`config.mk`:
```
export PLATFORM = sky130hd
export DESIGN_NAME = control_unit
export DESIGN_NICKNAME = d
export VERILOG_FILES = /design/src/rtl/ctrl_pkg.sv /design/src/rtl/control_outputs.sv /design/src/rtl/control_unit.sv
export SDC_FILE = /design/constraint.sdc
export NUM_CORES = 1
export LEC_CHECK = 0
export CAP_MARGIN = 20
export CELL_PAD_IN_SITES_DETAIL_PLACEMENT = 1
export CELL_PAD_IN_SITES_GLOBAL_PLACEMENT = 1
export CORE_MARGIN = 2
export CORE_UTILIZATION = 26
export DETAILED_ROUTE_END_ITERATION = 8
export GPL_TIMING_DRIVEN = 0
export HOLD_SLACK_MARGIN = 0.03
export PLACE_DENSITY_LB_ADDON = 0.1
export SYNTH_ARGS = -nofsm -noshare
export SYNTH_HDL_FRONTEND = slang
export SYNTH_SLANG_ARGS = --single-unit
```
`constraint.sdc`:
```
create_clock -name clk -period 1.9 [get_ports clk]
set_input_delay 0.38 -clock clk [delete_from_list [all_inputs] [get_ports clk]]
set_output_delay 0.38 -clock clk [all_outputs]
set_load 0.02 [all_outputs]
```
`src/rtl/ctrl_pkg.sv`:
```
// Shared encodings for the multicycle controller and the datapath it drives.
package ctrl_pkg;

  localparam int STATE_W = 5;
  localparam int OPC_W   = 6;

  typedef enum logic [STATE_W-1:0] {
    S_FETCH  = 5'd0,
    S_DECODE = 5'd1,
    S_ADDR   = 5'd2,
    S_MEM_RD = 5'd3,
    S_WB_MEM = 5'd4,
    S_MEM_WR = 5'd5,
    S_EXEC_R = 5'd6,
    S_EXEC_I = 5'd7,
    S_WB_ALU = 5'd8,
    S_BRANCH = 5'd9,
    S_JUMP   = 5'd10,
    S_TRAP   = 5'd31
  } state_t;

  localparam logic [OPC_W-1:0] OP_AND  = 6'd0;
  localparam logic [OPC_W-1:0] OP_ADD  = 6'd1;
  localparam logic [OPC_W-1:0] OP_SUB  = 6'd2;
  localparam logic [OPC_W-1:0] OP_ANDI = 6'd3;
  localparam logic [OPC_W-1:0] OP_ADDI = 6'd4;
  localparam logic [OPC_W-1:0] OP_LW   = 6'd5;
  localparam logic [OPC_W-1:0] OP_SW   = 6'd6;
  localparam logic [OPC_W-1:0] OP_BEQ  = 6'd7;
  localparam logic [OPC_W-1:0] OP_BNE  = 6'd8;
  localparam logic [OPC_W-1:0] OP_J    = 6'd9;
  localparam logic [OPC_W-1:0] OP_JAL  = 6'd10;

  localparam logic [2:0] ALU_ADD = 3'd0;
  localparam logic [2:0] ALU_SUB = 3'd1;
  localparam logic [2:0] ALU_AND = 3'd2;

  localparam logic [1:0] PC_ALU    = 2'd0;
  localparam logic [1:0] PC_ALUOUT = 2'd1;
  localparam logic [1:0] PC_JUMP   = 2'd2;

  localparam logic [1:0] WB_ALUOUT = 2'd0;
  localparam logic [1:0] WB_MDR    = 2'd1;
  localparam logic [1:0] WB_PC     = 2'd2;

  localparam logic [1:0] RD_RT  = 2'd0;
  localparam logic [1:0] RD_RD  = 2'd1;
  localparam logic [1:0] RD_R31 = 2'd2;

  localparam logic [1:0] SRCB_REG    = 2'd0;
  localparam logic [1:0] SRCB_FOUR   = 2'd1;
  localparam logic [1:0] SRCB_IMM    = 2'd2;
  localparam logic [1:0] SRCB_IMM_SH = 2'd3;

  // Full control bus towards the datapath.
  typedef struct packed {
    logic       pc_write;
    logic [1:0] pc_src;
    logic       ir_write;
    logic       addr_src;
    logic       mem_read;
    logic       mem_write;
    logic       reg_write;
    logic [1:0] reg_dst;
    logic [1:0] wb_src;
    logic       alu_src_a;
    logic [1:0] alu_src_b;
    logic [2:0] alu_op;
    logic       ext_sel;
    logic       illegal;
  } ctrl_t;

  // Step that follows DECODE for a given opcode.
  function automatic state_t decode_next(input logic [OPC_W-1:0] op);
    if (op <= OP_SUB)      return S_EXEC_R;
    else if (op <= OP_ADDI) return S_EXEC_I;
    else if (op <= OP_SW)   return S_ADDR;
    else if (op <= OP_BNE)  return S_BRANCH;
    else if (op <= OP_JAL)  return S_JUMP;
    else                    return S_TRAP;
  endfunction

endpackage

```
`src/rtl/control_outputs.sv`:
```
// Combinational decoder from controller state (plus opcode and flags) to the control bus.
module control_outputs
  import ctrl_pkg::*;
(
  input  state_t           state,
  input  logic [OPC_W-1:0] op_code,
  input  logic             zero,
  input  logic             mem_ready,
  output ctrl_t            ctrl
);

  // Per-state control values; anything not set stays 0.
  always_comb begin
    // NOTE: assigning the whole bus a default first keeps every path fully specified, so no latch is inferred.
    ctrl = '0;
    unique case (state)
      S_FETCH: begin
        ctrl.mem_read = 1'b1;
        ctrl.addr_src = 1'b0;
        if (mem_ready) begin
          ctrl.ir_write  = 1'b1;
          ctrl.pc_write  = 1'b1;
          ctrl.alu_src_a = 1'b0;
          ctrl.alu_src_b = SRCB_FOUR;
          ctrl.alu_op    = ALU_ADD;
          ctrl.pc_src    = PC_ALU;
        end
      end
      S_DECODE: begin
        // Branch target computed speculatively into ALUOut.
        ctrl.alu_src_a = 1'b0;
        ctrl.alu_src_b = SRCB_IMM_SH;
        ctrl.ext_sel   = 1'b1;
        ctrl.alu_op    = ALU_ADD;
      end
      S_EXEC_R: begin
        ctrl.alu_src_a = 1'b1;
        ctrl.alu_src_b = SRCB_REG;
        if (op_code == OP_AND)      ctrl.alu_op = ALU_AND;
        else if (op_code == OP_SUB) ctrl.alu_op = ALU_SUB;
        else                        ctrl.alu_op = ALU_ADD;
      end
      S_EXEC_I: begin
        ctrl.alu_src_a = 1'b1;
        ctrl.alu_src_b = SRCB_IMM;
        if (op_code == OP_ANDI) begin
          ctrl.alu_op  = ALU_AND;
          ctrl.ext_sel = 1'b0;
        end else begin
          ctrl.alu_op  = ALU_ADD;
          ctrl.ext_sel = 1'b1;
        end
      end
      S_WB_ALU: begin
        ctrl.reg_write = 1'b1;
        ctrl.wb_src    = WB_ALUOUT;
        ctrl.reg_dst   = (op_code <= OP_SUB) ? RD_RD : RD_RT;
      end
      S_ADDR: begin
        ctrl.alu_src_a = 1'b1;
        ctrl.alu_src_b = SRCB_IMM;
        ctrl.ext_sel   = 1'b1;
        ctrl.alu_op    = ALU_ADD;
      end
      S_MEM_RD: begin
        ctrl.mem_read = 1'b1;
        ctrl.addr_src = 1'b1;
      end
      S_WB_MEM: begin
        ctrl.reg_write = 1'b1;
        ctrl.wb_src    = WB_MDR;
        ctrl.reg_dst   = RD_RT;
      end
      S_MEM_WR: begin
        ctrl.mem_write = 1'b1;
        ctrl.addr_src  = 1'b1;
      end
      S_BRANCH: begin
        ctrl.alu_src_a = 1'b1;
        ctrl.alu_src_b = SRCB_REG;
        ctrl.alu_op    = ALU_SUB;
        ctrl.pc_src    = PC_ALUOUT;
        ctrl.pc_write  = (op_code == OP_BEQ) ? zero : ~zero;
      end
      S_JUMP: begin
        ctrl.pc_write = 1'b1;
        ctrl.pc_src   = PC_JUMP;
        if (op_code == OP_JAL) begin
          // PC already holds PC+4, so it is the link value.
          ctrl.reg_write = 1'b1;
          ctrl.reg_dst   = RD_R31;
          ctrl.wb_src    = WB_PC;
        end
      end
      S_TRAP: ctrl.illegal = 1'b1;
      default: ctrl = '0;
    endcase
  end

endmodule

```
`src/rtl/control_unit.sv`:
```
// Multicycle main controller: instruction-step state register, next-state logic and output decode.
module control_unit
  import ctrl_pkg::*;
#(
  parameter int STATE_W = 5,
  parameter int OPC_W   = 6
) (
  input  logic               clk,
  input  logic               rst,
  input  logic [OPC_W-1:0]   op_code,
  input  logic               zero,
  input  logic               mem_ready,
  output logic               pc_write,
  output logic [1:0]         pc_src,
  output logic               ir_write,
  output logic               addr_src,
  output logic               mem_read,
  output logic               mem_write,
  output logic               reg_write,
  output logic [1:0]         reg_dst,
  output logic [1:0]         wb_src,
  output logic               alu_src_a,
  output logic [1:0]         alu_src_b,
  output logic [2:0]         alu_op,
  output logic               ext_sel,
  output logic               illegal,
  output logic [STATE_W-1:0] state
);

  state_t state_q, state_d;
  ctrl_t  ctrl_raw, ctrl;

  // State register with synchronous reset to FETCH.
  always_ff @(posedge clk) begin
    // NOTE: non-blocking assignment so every flop samples pre-edge values, independent of block order.
    if (rst) state_q <= S_FETCH;
    else     state_q <= state_d;
  end

  // Next-state sequencing; memory steps wait on mem_ready, TRAP only exits through rst.
  always_comb begin
    state_d = state_q;
    unique case (state_q)
      S_FETCH:  if (mem_ready) state_d = S_DECODE;
      S_DECODE: state_d = decode_next(op_code);
      S_EXEC_R: state_d = S_WB_ALU;
      S_EXEC_I: state_d = S_WB_ALU;
      S_WB_ALU: state_d = S_FETCH;
      S_ADDR:   state_d = (op_code == OP_LW) ? S_MEM_RD : S_MEM_WR;
      S_MEM_RD: if (mem_ready) state_d = S_WB_MEM;
      S_WB_MEM: state_d = S_FETCH;
      S_MEM_WR: if (mem_ready) state_d = S_FETCH;
      S_BRANCH: state_d = S_FETCH;
      S_JUMP:   state_d = S_FETCH;
      S_TRAP:   state_d = S_TRAP;
      default:  state_d = S_TRAP;
    endcase
  end

  control_outputs u_outputs (
    .state     (state_q),
    .op_code   (op_code),
    .zero      (zero),
    .mem_ready (mem_ready),
    .ctrl      (ctrl_raw)
  );

  // Quiet bus while rst is held so no request leaks from the state being abandoned.
  always_comb begin
    ctrl = rst ? '0 : ctrl_raw;
  end

  assign pc_write  = ctrl.pc_write;
  assign pc_src    = ctrl.pc_src;
  assign ir_write  = ctrl.ir_write;
  assign addr_src  = ctrl.addr_src;
  assign mem_read  = ctrl.mem_read;
  assign mem_write = ctrl.mem_write;
  assign reg_write = ctrl.reg_write;
  assign reg_dst   = ctrl.reg_dst;
  assign wb_src    = ctrl.wb_src;
  assign alu_src_a = ctrl.alu_src_a;
  assign alu_src_b = ctrl.alu_src_b;
  assign alu_op    = ctrl.alu_op;
  assign ext_sel   = ctrl.ext_sel;
  assign illegal   = ctrl.illegal;
  assign state     = state_q;

endmodule

```
; After elaboration in Yosys (flattened, before gate mapping)
; Cells that the tools add are included.
[totals]
input_bits = 10
ff_bits = 5
wordCells = 62
[op_classes]
magnitude_cmp = 5
bitwise = 1
n_reduce_logical = 8
n_mux = 28
n_eq_ne = 19
[ops]
columns = cell, count
row1 = $mux W5, 9
row2 = $pmux W6 S6, 1
row3 = $pmux W5 S7, 1
row4 = $eq A5 B3 Y1 const B, 4
row5 = $mux W20, 1
row6 = $eq A5 B4 Y1 const B, 3
row7 = $pmux W5 S3, 1
row8 = $eq A6 B2 Y1 const B, 2
row9 = $eq A6 B3 Y1 const B, 2
row10 = $le A6 B3 Y1 const B, 2
row11 = $le A6 B4 Y1 const B, 2
row12 = $eq A5 B2 Y1 const B, 2
row13 = $mux W3, 3
row14 = $pmux W3 S3, 1
row15 = $mux W1, 8
row16 = $mux W4, 2
row17 = $reduce_or A2 Y1, 4
row18 = $eq A6 B4 Y1 const B, 1
row19 = $le A6 B2 Y1 const B, 1
row20 = $logic_not A6 Y1, 1
row21 = $ne A2 B2 Y1 const B, 3
row22 = $eq A5 B1 Y1 const B, 1
row23 = $eq A5 B5 Y1 const B, 1
row24 = $logic_not A5 Y1, 1
row25 = other kinds (4), 4

; Depth between registers and ports, before layout
[depth]
ltp_word = 7
mapped_depth = 6
depth_no_buf = 4

; By module
; Synthesis repeated with hierarchy kept, for this count alone.
[hier_totals]
cells_unflattened = 134
area_unflattened_um2 = 905.9
[modules_own_cells]
columns = mod, n_inst, cells_per_inst, area_each_um2
row1 = control_unit, 1, 75, 540.5
row2 = control_outputs, 1, 59, 365.4

; Least setup slack after synthesis
; Ideal clock, no wire load.
[synth_path]
kind = register to output
from = register state_q[3] (netlist: state[3])
to = output pc_write
path_slack_ns = -0.415
stages_incl_launch_ff = 6
t_arrival_ns = 1.935
cell_sequence = dfxtp_1 > clkbuf_1 > clkbuf_1 > a21oi_1 > o32a_1 > nor4_1
[synth_between]
elab_chain_cells = 3
elab_cells_between_ends = 5
cone_classes = 2 x eq/ne / 2 x mux / 1 x reduce/logical
[synth_lines]
columns = item, line
row1 = "start, declared", control_unit.sv:30  ; state_t state_q, state_d;
row2 = "start signal, assigned", control_unit.sv:37  ; else state_q <= state_d;
row3 = $eq A5 B4 Y1 or $logic_not A5 Y1 (tied branches), control_outputs.sv:16  ; unique case (state)
row4 = $pmux W3 S3 *, control_outputs.sv:16
row5 = $mux W20 *, control_unit.sv:70  ; ctrl = rst ? '0 : ctrl_raw;
row6 = "end, declared", control_unit.sv:13  ; output logic pc_write,
; Mark *: on every way between the ends. The rest lies on a longest branch, timed or not.

; Final worst setup path
[layout_path]
from = input op_code[2]
to = output alu_op[0]
[layout_between]
elab_chain_cells = 5
elab_cells_between_ends = 6
cone_classes = 1 x eq/ne / 4 x mux / 1 x reduce/logical
[layout_lines]
columns = item, line
row1 = "start, declared", control_unit.sv:10  ; input logic [OPC_W-1:0] op_code,
row2 = $eq A6 B2 Y1, control_outputs.sv:40  ; else if (op_code == OP_SUB) ctrl.alu_op = ALU_SUB;
row3 = $mux W1, control_outputs.sv:40
row4 = $mux W3 *, control_outputs.sv:39  ; if (op_code == OP_AND) ctrl.alu_op = ALU_AND;
row5 = $pmux W6 S6 *, control_outputs.sv:16
row6 = $mux W20 *, control_unit.sv:70
row7 = "end, declared", control_unit.sv:24  ; output logic [2:0] alu_op,
; Marked as above.

==> flow_summary.json <==
{
  "status": "complete, but fails checks",
  "violations": "negative setup slack",
  "seq_area_frac_synth": 0.1159,
  "drive_gt1_frac": 0.5745,
  "ant_nets": 0,
  "clock-sinks": 5,
  "worst_ep_required_time_ps": 1520,
  "hold_depth": 3,
  "drt_iter0_drc": 56,
  "final_common_cell": "buf_4",
  "first_global_vias": 1327,
  "clock.fmax_ghz": 0.4515,
  "worstPathMaxFanout": 2,
  "cpPeakStageDelay_ps": 510,
  "slew_headroom": 0.6627,
  "crit_path_start": "op_code[2]",
  "nNetsFinal": 199,
  "hold_path_end": "state[3]",
  "core_um2": 3103,
  "layout_setup_ws_ps": -314.8,
  "largest_reg_flops": 5,
  "die_y_um": 61.63,
  "drcViolationCount": 0,
  "rsz0062_at_grt": "true",
  "end_kind": "output pin",
  "fin_crit_ps": 2215,
  "finalWirelength_um": 4631,
  "reg2reg_depth": 6,
  "cts_made_buffers": 3,
  "grt_max_degree": 11,
  "hold_class": "flip-flop to flip-flop",
  "cts_htree_levels": 1,
  "tritoncts": "done",
  "critical-path-top-delay-family": "simple AND/OR/NAND/NOR gates",
  "root_buffer": "clkbuf_4",
  "cellPowerDensity_nw_per_um2": 1318,
  "die_area_um2": 3798,
  "portBuffers": 32,
  "areaGrowthSynthToFinish_pct": 104.2,
  "timing.reg2reg.setup_slack_ps": 150,
  "start_kind": "input pin",
  "finClkSkew_ps": 1.854,
  "p_leak_nw": 0.6837,
  "max-cap-violations": 0,
  "antenna_found_initial": 0,
  "synth_top_area_share": 0.1159,
  "placed_cells": 205,
  "gr-usage-all-layers": 0.2341,
  "most-common-layout-cells": "32 x buf_4, 9 x buf_6, 9 x nand2_1, 7 x nor2_1, 6 x clkdlybuf4s50_1",
  "finalNonFillerCells": 232,
  "avgRoutedWirePerCell_um": 19.96,
  "regArea_um2": 111.4,
  "slew_violations": 0,
  "grt_overflow": 0,
  "crit_type": "input pin to output pin",
  "gp_congestion": 0.7953,
  "synth_cells": 129,
  "ys_top_cells_by_area": "dfxtp_1 12%, a21oi_1 5.2%, nor4_1 5.1%, nor2_1 4.8%, nor3_1 4.6%",
  "route.vias.total": 1311,
  "cp_slowest_cell": "or4b_1",
  "synth_ff_type": "dfxtp_1",
  "synthDistinctLibCells": 54,
  "synthesis.area_um2": 863.3,
  "insertedDiodeCount": 0,
  "yosysWarnings": 0,
  "final_core_util": 0.5681,
  "synth_largest_area_cell": "dfxtp_1",
  "io_pins": 35,
  "dp_hpwl_um": 2574,
  "drt_pass1_iterations": 4,
  "vias_per_cell": 5.651,
  "multi_input_area_um2": 884.6,
  "crit_arrival_ps": 1830,
  "hp-start": "state[3]",
  "nFillCells": 373,
  "die_width_um": 61.63,
  "start_util": 0.2782,
  "worstMarginPinSlew_ps": 505.9,
  "synth_edf_count": 0,
  "grt_pass1_wl_um": 6561,
  "clkTransAtPathRegs_ps": 50,
  "fin_crit_sh": 1.166,
  "row_count": 20,
  "crit_chain": "buf_12, nor4_4, nand4_1, or4b_1, a21oi_2, buf_6",
  "hold_violations": 0,
  "r2r-end": "state[1]",
  "cts_max_path_buffers": 2,
  "synth_area_per_cell_um2": 6.692,
  "reg2reg_from": "state[2]",
  "clkLatencyLatePin_ps": 240,
  "ir_drop_mv": 0.3391,
  "async_flop_share": 0,
  "hold_buffers": 0,
  "path_buf_inv": 2,
  "tns_ps": -879.2,
  "ys_ff_latch": 5,
  "setup_viol": 7,
  "synth_fp_nets": 139
}
## area by class of cell
type | instances | share of cell area
timing repair buffer | 55 | 0.2548
multi-input combinational | 106 | 0.5018
sequential | 5 | 0.06317
tap | 44 | 0.03123
buffer | 17 | 0.1320
clock buffer | 4 | 0.01490
inverter | 1 | 0.002129
## cells in the mapped netlist (all sizes together), types with 4 or more instances
master and n:
dfxtp 5, o21ai 4, nor2 11, clkbuf 6
nor4 8, buf 11, a21oi 9, nand2 10
nor3 9, nand3 5
## cells by family (layout without fill, tap and decap cells)
family,after synthesis,count (layout),share of synthesized area
AND/OR/NAND/NOR,68,68,0.4696
buffers and inverters,18,77,0.1043
XOR/XNOR,4,4,0.04059
other,1,1,0.004344
multiplexers,1,1,0.01159
AO/OA/AOI/OAI,32,32,0.2536
flip-flops,5,5,0.1159
## power breakdown
group | internal (W) | leakage (nW) | switching, W
Clock | 0.0000797 | 0.0150 | 0.0000480
Sequential | 0.000162 | 0.0436 | 0.0000651
Combinational | 0.000937 | 0.625 | 0.00103
## per-stage QoR
step                hold WS [ps]  cell area [um2]  setup WS, ps  power (W)
detailed placement         685.8             1319         -1180   0.001473
finish                     638.2             1763        -314.8   0.002324
CTS                        620.6             1665        -250.5   0.002072
global placement           689.8             1319         -1171   0.001462
floorplan                  575.5            943.4        -173.0   0.001054
global route               646.4             1763        -357.5   0.002432
## per-layer routing
metal	track usage	part of all wire
met5	0	0
met4	0.08207	0.019
met3	0.03992	0.041
met2	0.4165	0.54
met1	0.2811	0.40
## worst reg2reg max path, delay by kind of cell, from the launching register on
family	cells	cell delay (ps)
AND/OR/NAND/NOR	1	50
flip-flops	1	340
buffers and inverters	2	280
AO/OA/AOI/OAI	3	930
## worst max-delay path by stage
stage / endpoint / cells past startpoint
3_3_place_gp: alu_op[0] / 6
6_report: alu_op[0] / 6
3_5_place_dp: alu_op[0] / 6
5_1_grt: alu_op[0] / 6
2_1_floorplan: alu_op[0] / 5
4_1_cts: alu_op[0] / 6
## timing repair
item	4_1_cts	5_1_grt
endpoints found under the setup margin	20	16
gates cloned	2	0
pin swaps	11	4
setup buffers	18	3
resized for setup	174	26
(Power assumes the default switching activity.)
